**config.mk**
```make
export PLATFORM = sky130hd
export DESIGN_NAME = button_debouncer
export DESIGN_NICKNAME = d
export VERILOG_FILES = /design/src/rtl/button_debouncer.sv
export SDC_FILE = /design/constraint.sdc
export NUM_CORES = 1
export LEC_CHECK = 0
export ABC_CLOCK_PERIOD_IN_PS = 2750
export BUFFER_PORTS_ARGS = -buffer_cell sky130_fd_sc_hd__buf_2
export CAP_MARGIN = 40
export CORE_AREA = 2 2 39 41
export DETAILED_ROUTE_END_ITERATION = 6
export DIE_AREA = 0 0 41 43
export GPL_TIMING_DRIVEN = 1
export PLACE_DENSITY = 0.47
export SYNTH_ARGS = -nofsm -noshare
export SYNTH_HDL_FRONTEND = slang
export SYNTH_SLANG_ARGS = --single-unit
export TNS_END_PERCENT = 10
```
**constraint.sdc**
```tcl
create_clock -name clk -period 2.75 [get_ports clk]
set_input_delay 0.4125 -clock clk [delete_from_list [all_inputs] [get_ports clk]]
set_output_delay 0.4125 -clock clk [all_outputs]
set_load 0.05 [all_outputs]
```
**src/rtl/button_debouncer.sv**
```systemverilog
// Push-button conditioner: a 2+ flop synchroniser followed by a stability-qualifying
// FSM that outputs a registered clean level plus single-cycle rise/fall pulses.
module button_debouncer #(
  parameter int STABLE_CYCLES = 4,
  parameter int SYNC_STAGES   = 2
) (
  input  logic clk,
  input  logic rst,
  input  logic btn_in,
  output logic level_out,
  output logic rise_pulse,
  output logic fall_pulse,
  output logic busy
);

  localparam int CW = $clog2(STABLE_CYCLES + 1);
  localparam logic [CW-1:0] CNT_LAST = CW'(STABLE_CYCLES - 1);
  localparam logic [CW-1:0] CNT_ONE  = CW'(1);

  typedef enum logic [1:0] {
    IDLE_LOW  = 2'd0,
    WAIT_HIGH = 2'd1,
    IDLE_HIGH = 2'd2,
    WAIT_LOW  = 2'd3
  } state_t;

  state_t state, state_nx;
  logic [CW-1:0] cnt, cnt_nx;
  logic level_nx, rise_nx, fall_nx, busy_nx;

  // Synchroniser shift chain; only its last stage is ever seen by the FSM.
  logic [SYNC_STAGES-1:0] sync;
  logic s;
  assign s = sync[SYNC_STAGES-1];

  always_ff @(posedge clk) begin
    if (rst) sync <= '0;
    else     sync <= {sync[SYNC_STAGES-2:0], btn_in};
  end

  always_ff @(posedge clk) begin
    if (rst) begin
      state      <= IDLE_LOW;
      cnt        <= '0;
      level_out  <= 1'b0;
      rise_pulse <= 1'b0;
      fall_pulse <= 1'b0;
      busy       <= 1'b0;
    end else begin
      state      <= state_nx;
      cnt        <= cnt_nx;
      level_out  <= level_nx;
      rise_pulse <= rise_nx;
      fall_pulse <= fall_nx;
      busy       <= busy_nx;
    end
  end

  // Any reversal during a WAIT state drops back to idle with the count cleared.
  always_comb begin
    state_nx = state;
    cnt_nx   = '0;
    rise_nx  = 1'b0;
    fall_nx  = 1'b0;
    case (state)
      IDLE_LOW: begin
        if (s) begin
          state_nx = WAIT_HIGH;
          cnt_nx   = CNT_ONE;
        end
      end
      WAIT_HIGH: begin
        if (!s) begin
          state_nx = IDLE_LOW;
        end else if (cnt == CNT_LAST) begin
          state_nx = IDLE_HIGH;
          rise_nx  = 1'b1;
        end else begin
          cnt_nx = cnt + CNT_ONE;
        end
      end
      IDLE_HIGH: begin
        if (!s) begin
          state_nx = WAIT_LOW;
          cnt_nx   = CNT_ONE;
        end
      end
      WAIT_LOW: begin
        if (s) begin
          state_nx = IDLE_HIGH;
        end else if (cnt == CNT_LAST) begin
          state_nx = IDLE_LOW;
          fall_nx  = 1'b1;
        end else begin
          cnt_nx = cnt + CNT_ONE;
        end
      end
      default: state_nx = IDLE_LOW;
    endcase
    level_nx = (state_nx == IDLE_HIGH) || (state_nx == WAIT_LOW);
    busy_nx  = (state_nx == WAIT_HIGH) || (state_nx == WAIT_LOW);
  end

endmodule

```
==> results.txt, run 1 <==
The HPWL after detailed placement came out at about 470 um. The first detailed-routing pass took 3 iterations. Setup violations remaining at the end of the flow were counted as 0. The critical path buffer and inverter count came out at 1. The area taken by multi-input logic gates is 168 um^2. The yosys synthesis warning count came out at 0. The top-area cell type share of the netlist area is 0.544. In the layout the commonest cells are sky130_fd_sc_hd__dfxtp_1 (10), sky130_fd_sc_hd__buf_2 (6), sky130_fd_sc_hd__nor2b_1 (3), sky130_fd_sc_hd__clkbuf_4 (3). For the worst setup path, the data required time is roughly 2.3 ns. In this run the number of H-tree levels came out at 1. The power density relative to cell area came out at 635 nW/um^2. The full die area came out at between 1500 and 2000 um^2. The post-route cell area is around 450 um^2. The library cell with the largest summed area after synthesis is sky130_fd_sc_hd__dfxtp_1. For the worst-skew pair, the clock arrives at the later sink with an insertion delay of between 0.2 and 0.3 ns. Between clock sinks in the finished design, the worst skew comes to 0.00121 ns. By area the synthesized netlist is led by sky130_fd_sc_hd__dfxtp_1 (54%), sky130_fd_sc_hd__nor4b_2 (8.2%), sky130_fd_sc_hd__nor2b_1 (5.1%). The area growth from synthesis to layout came out at 23.5%. The maximum buffer depth of the clock tree came out at 2.

The number of filler cells placed in the layout came out at 160. The cell leakage power is around 0.17 nW. The sum of routed wire length over all layers is 608 um.

The largest driver fanout on the critical path came out at 5. The initial DRC count came out at 5. The total overflow left after global routing is 0.

The initial utilization of the core area, before any placement, comes to 0.266. The final-report hold violation count was 0. The average wire per standard cell is 11.3 um. The cell area that synthesis handed to floorplanning was approximately 370 um^2. The cell count after synthesis came out at 28. The number of antenna diodes in the final layout is 0. The residual DRC count is 0.

Synthesis inferred 10 register bits. The placed instances occupy a cell area of ~420 um^2. The clock net sink count is 10. The number of buffers added for setup after CTS is 0. The final weighted congestion of routability-driven global placement came out at 0.728. The total of hold buffers inserted after clock tree synthesis is 0. The number of gates resized after cts came out at 0. The worst setup path is captured at an output pin.

The clock root buffer master is sky130_fd_sc_hd__clkbuf_4. The highest achievable clock rate came out at around 0.7 GHz. The worst stage delay on the critical path came out at between 0.4 and 0.5 ns. The average cell area after synthesis is 13.1 um^2.

TritonCTS built the clock tree. The number of antenna violations at the first check in global routing came out at 0. The number of buffers created by CTS is 3. The post-detailed-route count of antenna-violating nets came out at 0.

Across the run, the number of max-cap violations was 0. The net count of the mapped netlist is 32. On the critical path, the stage with the largest delay is an instance of sky130_fd_sc_hd__dfxtp_1. The kind of cell with the highest combined delay along the critical path is flip-flops. The setup path with the least slack is of type reg -> out. The largest net degree at the start of global routing came out at 10. The number of global-route vias before repair is 244. The count of input and output buffers is 6. The peak supply drop came out at 0.000201 V. The signal on the critical path passes through buf_2.

After floorplanning, the core was divided into 14 placement rows. The final setup TNS came out at 0 ns. Setup repair after global routing left no endpoint under its margin. The final count of pins violating max slew is 0.

The flow ran to the end, and the final reports show no timing, DRC or antenna violations. The share of cells above drive strength 1 came out at 0.368. The global-route wire length before repair is roughly 1000 um.

Across the whole layout, storage elements account for approximately 200 um^2. The worst max-slew margin expressed relative to the limit is 0.779. The via count of the routed design came out at approximately 230. The number of vias per cell came out at between 4 and 5. The count of cell types in the netlist came out at 13. The final critical-path required period is roughly 1.4 ns.

The class of the most critical hold timing path is in -> reg. The transition time at the pin with the least slew margin is ~0.33 ns. The width of the die is 41 um. Of the synthesized area, sequential elements account for 0.544. For the worst setup path, the data arrival time is 1.00 ns. The number of placed I/O pins came out at 7. The core footprint came out at between 1000 and 1500 um^2. After clock tree synthesis, the clock-pin slew on the worst setup and hold paths is roughly 0.07 ns.

The share of the clock period used by the worst path after layout is 0.513. The overall routing resource usage is 0.0908. Leaving out fill and tap cells, the most frequent cell in the layout is sky130_fd_sc_hd__dfxtp_1.

The number of nets in the layout is 43. STA classifies the critical path startpoint as a flop. The vertical extent of the die is roughly 43 um.
==> per-layer routing <==
layer  part of all wire  GRT usage  vias up
met5                  0          0        -
met4                  0     0.0800        0
met3              0.025     0.0314        0
met2               0.55      0.138        4
met1               0.42     0.0915      109
li1                   -          -      121
==> report_power, final <==
part / switching (mW) / internal, mW / leakage (nW) / total (mW)
Sequential: 0.00183 / 0.147 / 0.0812 / 0.149
Clock: 0.0491 / 0.0803 / 0.0210 / 0.129
Combinational: 0.00546 / 0.00461 / 0.0699 / 0.0101
Total: 0.0563 / 0.232 / 0.172 / 0.289
==> registers in the layout, summed over array words and instances (netlist names) <==
signal      cells
rise_pulse      1
fall_pulse      1
level_out       1
cnt             3
state           1
sync            2
busy            1
==> synth_stat cells (all sizes together) <==
cell type  count
nor2b          3
and3b          1
nand4bb        1
a2111oi        1
ha             1
dfxtp         10
nor4b          2
nor3           2
mux2i          1
nand2b         2
nor3b          2
xnor2          1
or2b           1
==> logic make-up (layout without fill, tap and decap cells) <==
group / count (synthesis) / in the layout / synth area share
buffers and inverters: 0 / 10 / 0
XOR/XNOR: 1 / 1 / 0.0442
adder cells (fa/ha/maj): 1 / 1 / 0.0340
AND/OR/NAND/NOR: 14 / 14 / 0.310
multiplexers: 1 / 1 / 0.0272
flip-flops: 10 / 10 / 0.544
AO/OA/AOI/OAI: 1 / 1 / 0.0408
==> per-stage QoR <==
step	setup WS, ns	std cells	hold slack [ns]	utilization	power [mW]
5_1_grt	1.28	54	0.374	0.328	0.301
3_3_place_gp	1.65	50	0.433	0.302	0.162
6_report	1.34	54	0.363	0.328	0.289
3_5_place_dp	1.57	50	0.440	0.302	0.163
4_1_cts	1.33	54	0.357	0.328	0.293
2_1_floorplan	1.49	28	0.414	-	0.158
==> cell type report <==
class,instances,share of cell area
clock buffers,4,0.0799
flip-flops and latches,10,0.441
repair buffers,6,0.0661
well taps,16,0.0441
multi-input cells,18,0.369
==> final timing paths <==
kind                              from                 end  slack [ns]  cells after the start
setup / recovery  level_out$_SDFF_PP0_           level_out        1.34                      1
hold / removal                  btn_in  sync[0]$_SDFF_PP0_        0.36                      2
setup reg to reg     cnt[0]$_SDFF_PP0_   cnt[0]$_SDFF_PP0_        1.58                      3
hold reg to reg     sync[0]$_SDFF_PP0_  sync[1]$_SDFF_PP0_        0.45                      1
Power figures use the tool's default switching activity.
==> run 2: changes to the inputs <==
--- a/config.mk
+++ b/config.mk
@@ -5,14 +5,14 @@
 export SDC_FILE = /design/constraint.sdc
 export NUM_CORES = 1
 export LEC_CHECK = 0
-export ABC_CLOCK_PERIOD_IN_PS = 2750
+export ABC_CLOCK_PERIOD_IN_PS = 1200
 export BUFFER_PORTS_ARGS = -buffer_cell sky130_fd_sc_hd__buf_2
 export CAP_MARGIN = 40
 export CORE_AREA = 2 2 39 41
 export DETAILED_ROUTE_END_ITERATION = 6
 export DIE_AREA = 0 0 41 43
 export GPL_TIMING_DRIVEN = 1
-export PLACE_DENSITY = 0.47
+export PLACE_DENSITY = 0.48
 export SYNTH_ARGS = -nofsm -noshare
 export SYNTH_HDL_FRONTEND = slang
 export SYNTH_SLANG_ARGS = --single-unit
==> constraint.sdc (replaced) <==
create_clock -name clk -period 1.2 [get_ports clk]
set_input_delay 0.18 -clock clk [delete_from_list [all_inputs] [get_ports clk]]
set_output_delay 0.18 -clock clk [all_outputs]
set_load 0.05 [all_outputs]
==> run 2 against run 1 <==
Effect of this change:
- routed wire length shrank 12%
- clock power grew 130%
- critical path depth grew 2
- final cell count is the same
- hold slack lost 0.23 ns
- critical endpoint is now cnt[0]$_SDFF_PP0_
- largest power group unchanged
- clock-buffer cell count is the same
- cell area grew 0.55%
==> results.txt, run 2 (synthesized netlist as in run 1, its figures left out) <==
The power density relative to cell area is 1450 nW/um^2 (+130%). The worst hold path belongs to the class in -> reg. The net switching power is 128 uW (+130%). The number of global-route vias before repair is 231 (-5.3%). The critical path data required time is 1.36 ns (-0.98 ns). The residual DRC count is 0 (unchanged). The core footprint came to 1380 um^2 (unchanged). The effective utilization at floorplan came to 0.266 (unchanged).

The average wire per standard cell is 9.93 um (-12%). The worst setup path is captured at a flop. The initial DRC count was 0 (-5). Setup repair after global routing left no endpoint under its margin. The via count of the routed design came out at 243 (+3.8%). The number of placed I/O pins was 7 (unchanged). The final weighted congestion of routability-driven global placement is 0.781 (+7.3%). The clock-pin transition on the worst setup and hold timing paths is 0.06 ns (about the same).

The count of input and output buffers is 6 (unchanged). STA classifies the critical path startpoint as a flop. The full die area came out at 1760 um^2 (unchanged). The utilization after layout is 0.330 (+0.00181).

The maximum buffer depth of the clock tree came to 2 (unchanged). The worst clock skew is 0.000412 ns (-0.000802 ns). The global-route wire length before repair is 945 um (-8.1%). Ranked by flip-flop count, first place goes to cnt.

The width of the die was 41 um (unchanged). Static timing analysis puts the maximum clock frequency at ~0.9 GHz. The number of gates resized after cts came to 0 (unchanged). The number of nets in the layout came out at 43 (unchanged). The sum of routed wire length over all layers was 536 um (-12%). The final setup TNS was 0 ns (unchanged).

The pre-CTS setup slack came out at 0.0526 ns (-1.51 ns). For the finished layout, the period the worst path requires is 1.14 ns. The first-pass iteration count of the detailed router came out at 1 (-2). The arrival time of the worst setup path is 1.30 ns (+0.30 ns).

The total of hold buffers inserted after clock tree synthesis is 0 (unchanged). The floorplan row count is 14 (unchanged). The worst max-slew margin expressed relative to the limit came out at 0.763 (-0.0159). The most common library cell in the layout ignoring fill and taps is sky130_fd_sc_hd__dfxtp_1.

The overall routing resource usage came out at 0.0859 (-0.00487). The clock net sink count is 10 (unchanged). The number of maximum-capacitance violations is 0 (unchanged). The top cell types in the final layout, fill and taps aside, are sky130_fd_sc_hd__dfxtp_1 (9), sky130_fd_sc_hd__buf_2 (6), sky130_fd_sc_hd__nor2b_1 (3), sky130_fd_sc_hd__clkbuf_4 (3).

The final-report hold violation count is 0 (unchanged). The clock tree from TritonCTS is built. The clock latency of the later-clocked register in the worst-skew pair came out at 0.26 ns (about the same). The switching part of the total power is 0.194 (-0.00178). The global route total overflow came out at 0 (unchanged).

The sequential fraction of design power is 0.518 (about the same). The peak supply drop came out at 0.000549 V (+170%). The tree is rooted in a sky130_fd_sc_hd__clkbuf_4.

The count of inserted antenna diode cells came out at 0 (unchanged). The share of total power in combinational logic came out at 0.035 (about the same). The clock group share of total power came out at 0.448 (about the same). The flow ran to the end, and the final reports show no timing, DRC or antenna violations. The number of buffers added for setup after CTS came out at 0 (unchanged). The largest net degree at the start of global routing was 10 (unchanged). The total power after layout came out at 660 uW (+130%). The final count of pins violating max slew is 0 (unchanged).

The count of endpoints failing setup in the final report is 0 (unchanged). The number of antenna violations at the first check in global routing came out at 0 (unchanged). The internal power component is 532 uW (+130%). The HPWL after detailed placement came out at 391 um (-17%). The cell leakage power came out at 0.172 nW (about the same).

The startpoint-to-endpoint class of the critical path is reg -> reg. The area growth from synthesis to layout is 24.1%. The vertical extent of the die was 43 um (unchanged). The share of cells above drive strength 1 is 0.421 (+0.0526). The flip-flop count of the largest register, all copies and words added came to 3 (unchanged). The largest driver fanout on the critical path came out at 4 (-1). The share of the clock period used by the worst path after layout came out at 0.946.

The number of levels the H-tree was split into came to 1 (unchanged). The largest registers in the layout are cnt x3, sync x2. The post-detailed-route count of antenna-violating nets came out at 0 (unchanged). The number of vias per cell is 4.50 (+3.8%). The final setup slack of the worst path came out at 0.0648 ns (-1.27 ns). The transition time at the pin with the least slew margin was 0.354 ns (+0.0238 ns).

The number of buffers created by CTS came out at 3 (unchanged).
-- run 2: area by class of cell --
type	instances	area, um^2
fillers	153	927
flip-flops and latches	10	201
well taps	16	20.0
repair buffers	6	30.0
clock buffers	4	36.3
multi-input cells	18	169
-- run 2: worst paths after layout --
check                                           to  cells past startpoint          startpoint  slack (ns)
worst max-delay path             cnt[0]$_SDFF_PP0_                      3   cnt[0]$_SDFF_PP0_        0.06
worst max register to register   cnt[0]$_SDFF_PP0_                      3   cnt[0]$_SDFF_PP0_        0.06
worst min register to register  sync[1]$_SDFF_PP0_                      1  sync[0]$_SDFF_PP0_        0.46
worst min-delay path            sync[0]$_SDFF_PP0_                      2              btn_in        0.13
-- run 2: metrics by stage --
stage / std cells / instance area [um^2] / hold slack (ns)
5_1_grt: 54 / 457 / 0.127
3_3_place_gp: 50 / 419 / 0.396
6_report: 54 / 457 / 0.134
4_1_cts: 54 / 455 / 0.126
2_1_floorplan: 28 / 369 / 0.252
3_5_place_dp: 50 / 419 / 0.408
-- run 2: worst max-delay path: stages (launching register included) --
cell                        delay, ns
sky130_fd_sc_hd__dfxtp_1         0.33
sky130_fd_sc_hd__ha_1            0.24
sky130_fd_sc_hd__and3b_2         0.26
sky130_fd_sc_hd__a2111oi_2       0.20
-- run 2: layer usage --
layer | up-vias | track usage | share of wire
met4 | 0 | 0.120 | 0.032
met2 | 6 | 0.103 | 0.50
met1 | 112 | 0.102 | 0.43
li1 | 123 | - | -
met3 | 2 | 0.0157 | 0.034
met5 | - | 0 | 0
-- run 2: power groups by stage --
stage	clock network, mW	registers [mW]	logic (mW)
floorplan	0	0.352	0.0112
global placement	0	0.349	0.0225
detailed placement	0	0.349	0.0228
CTS	0.311	0.342	0.0231
global route	0.330	0.342	0.0250
finish	0.295	0.342	0.0230
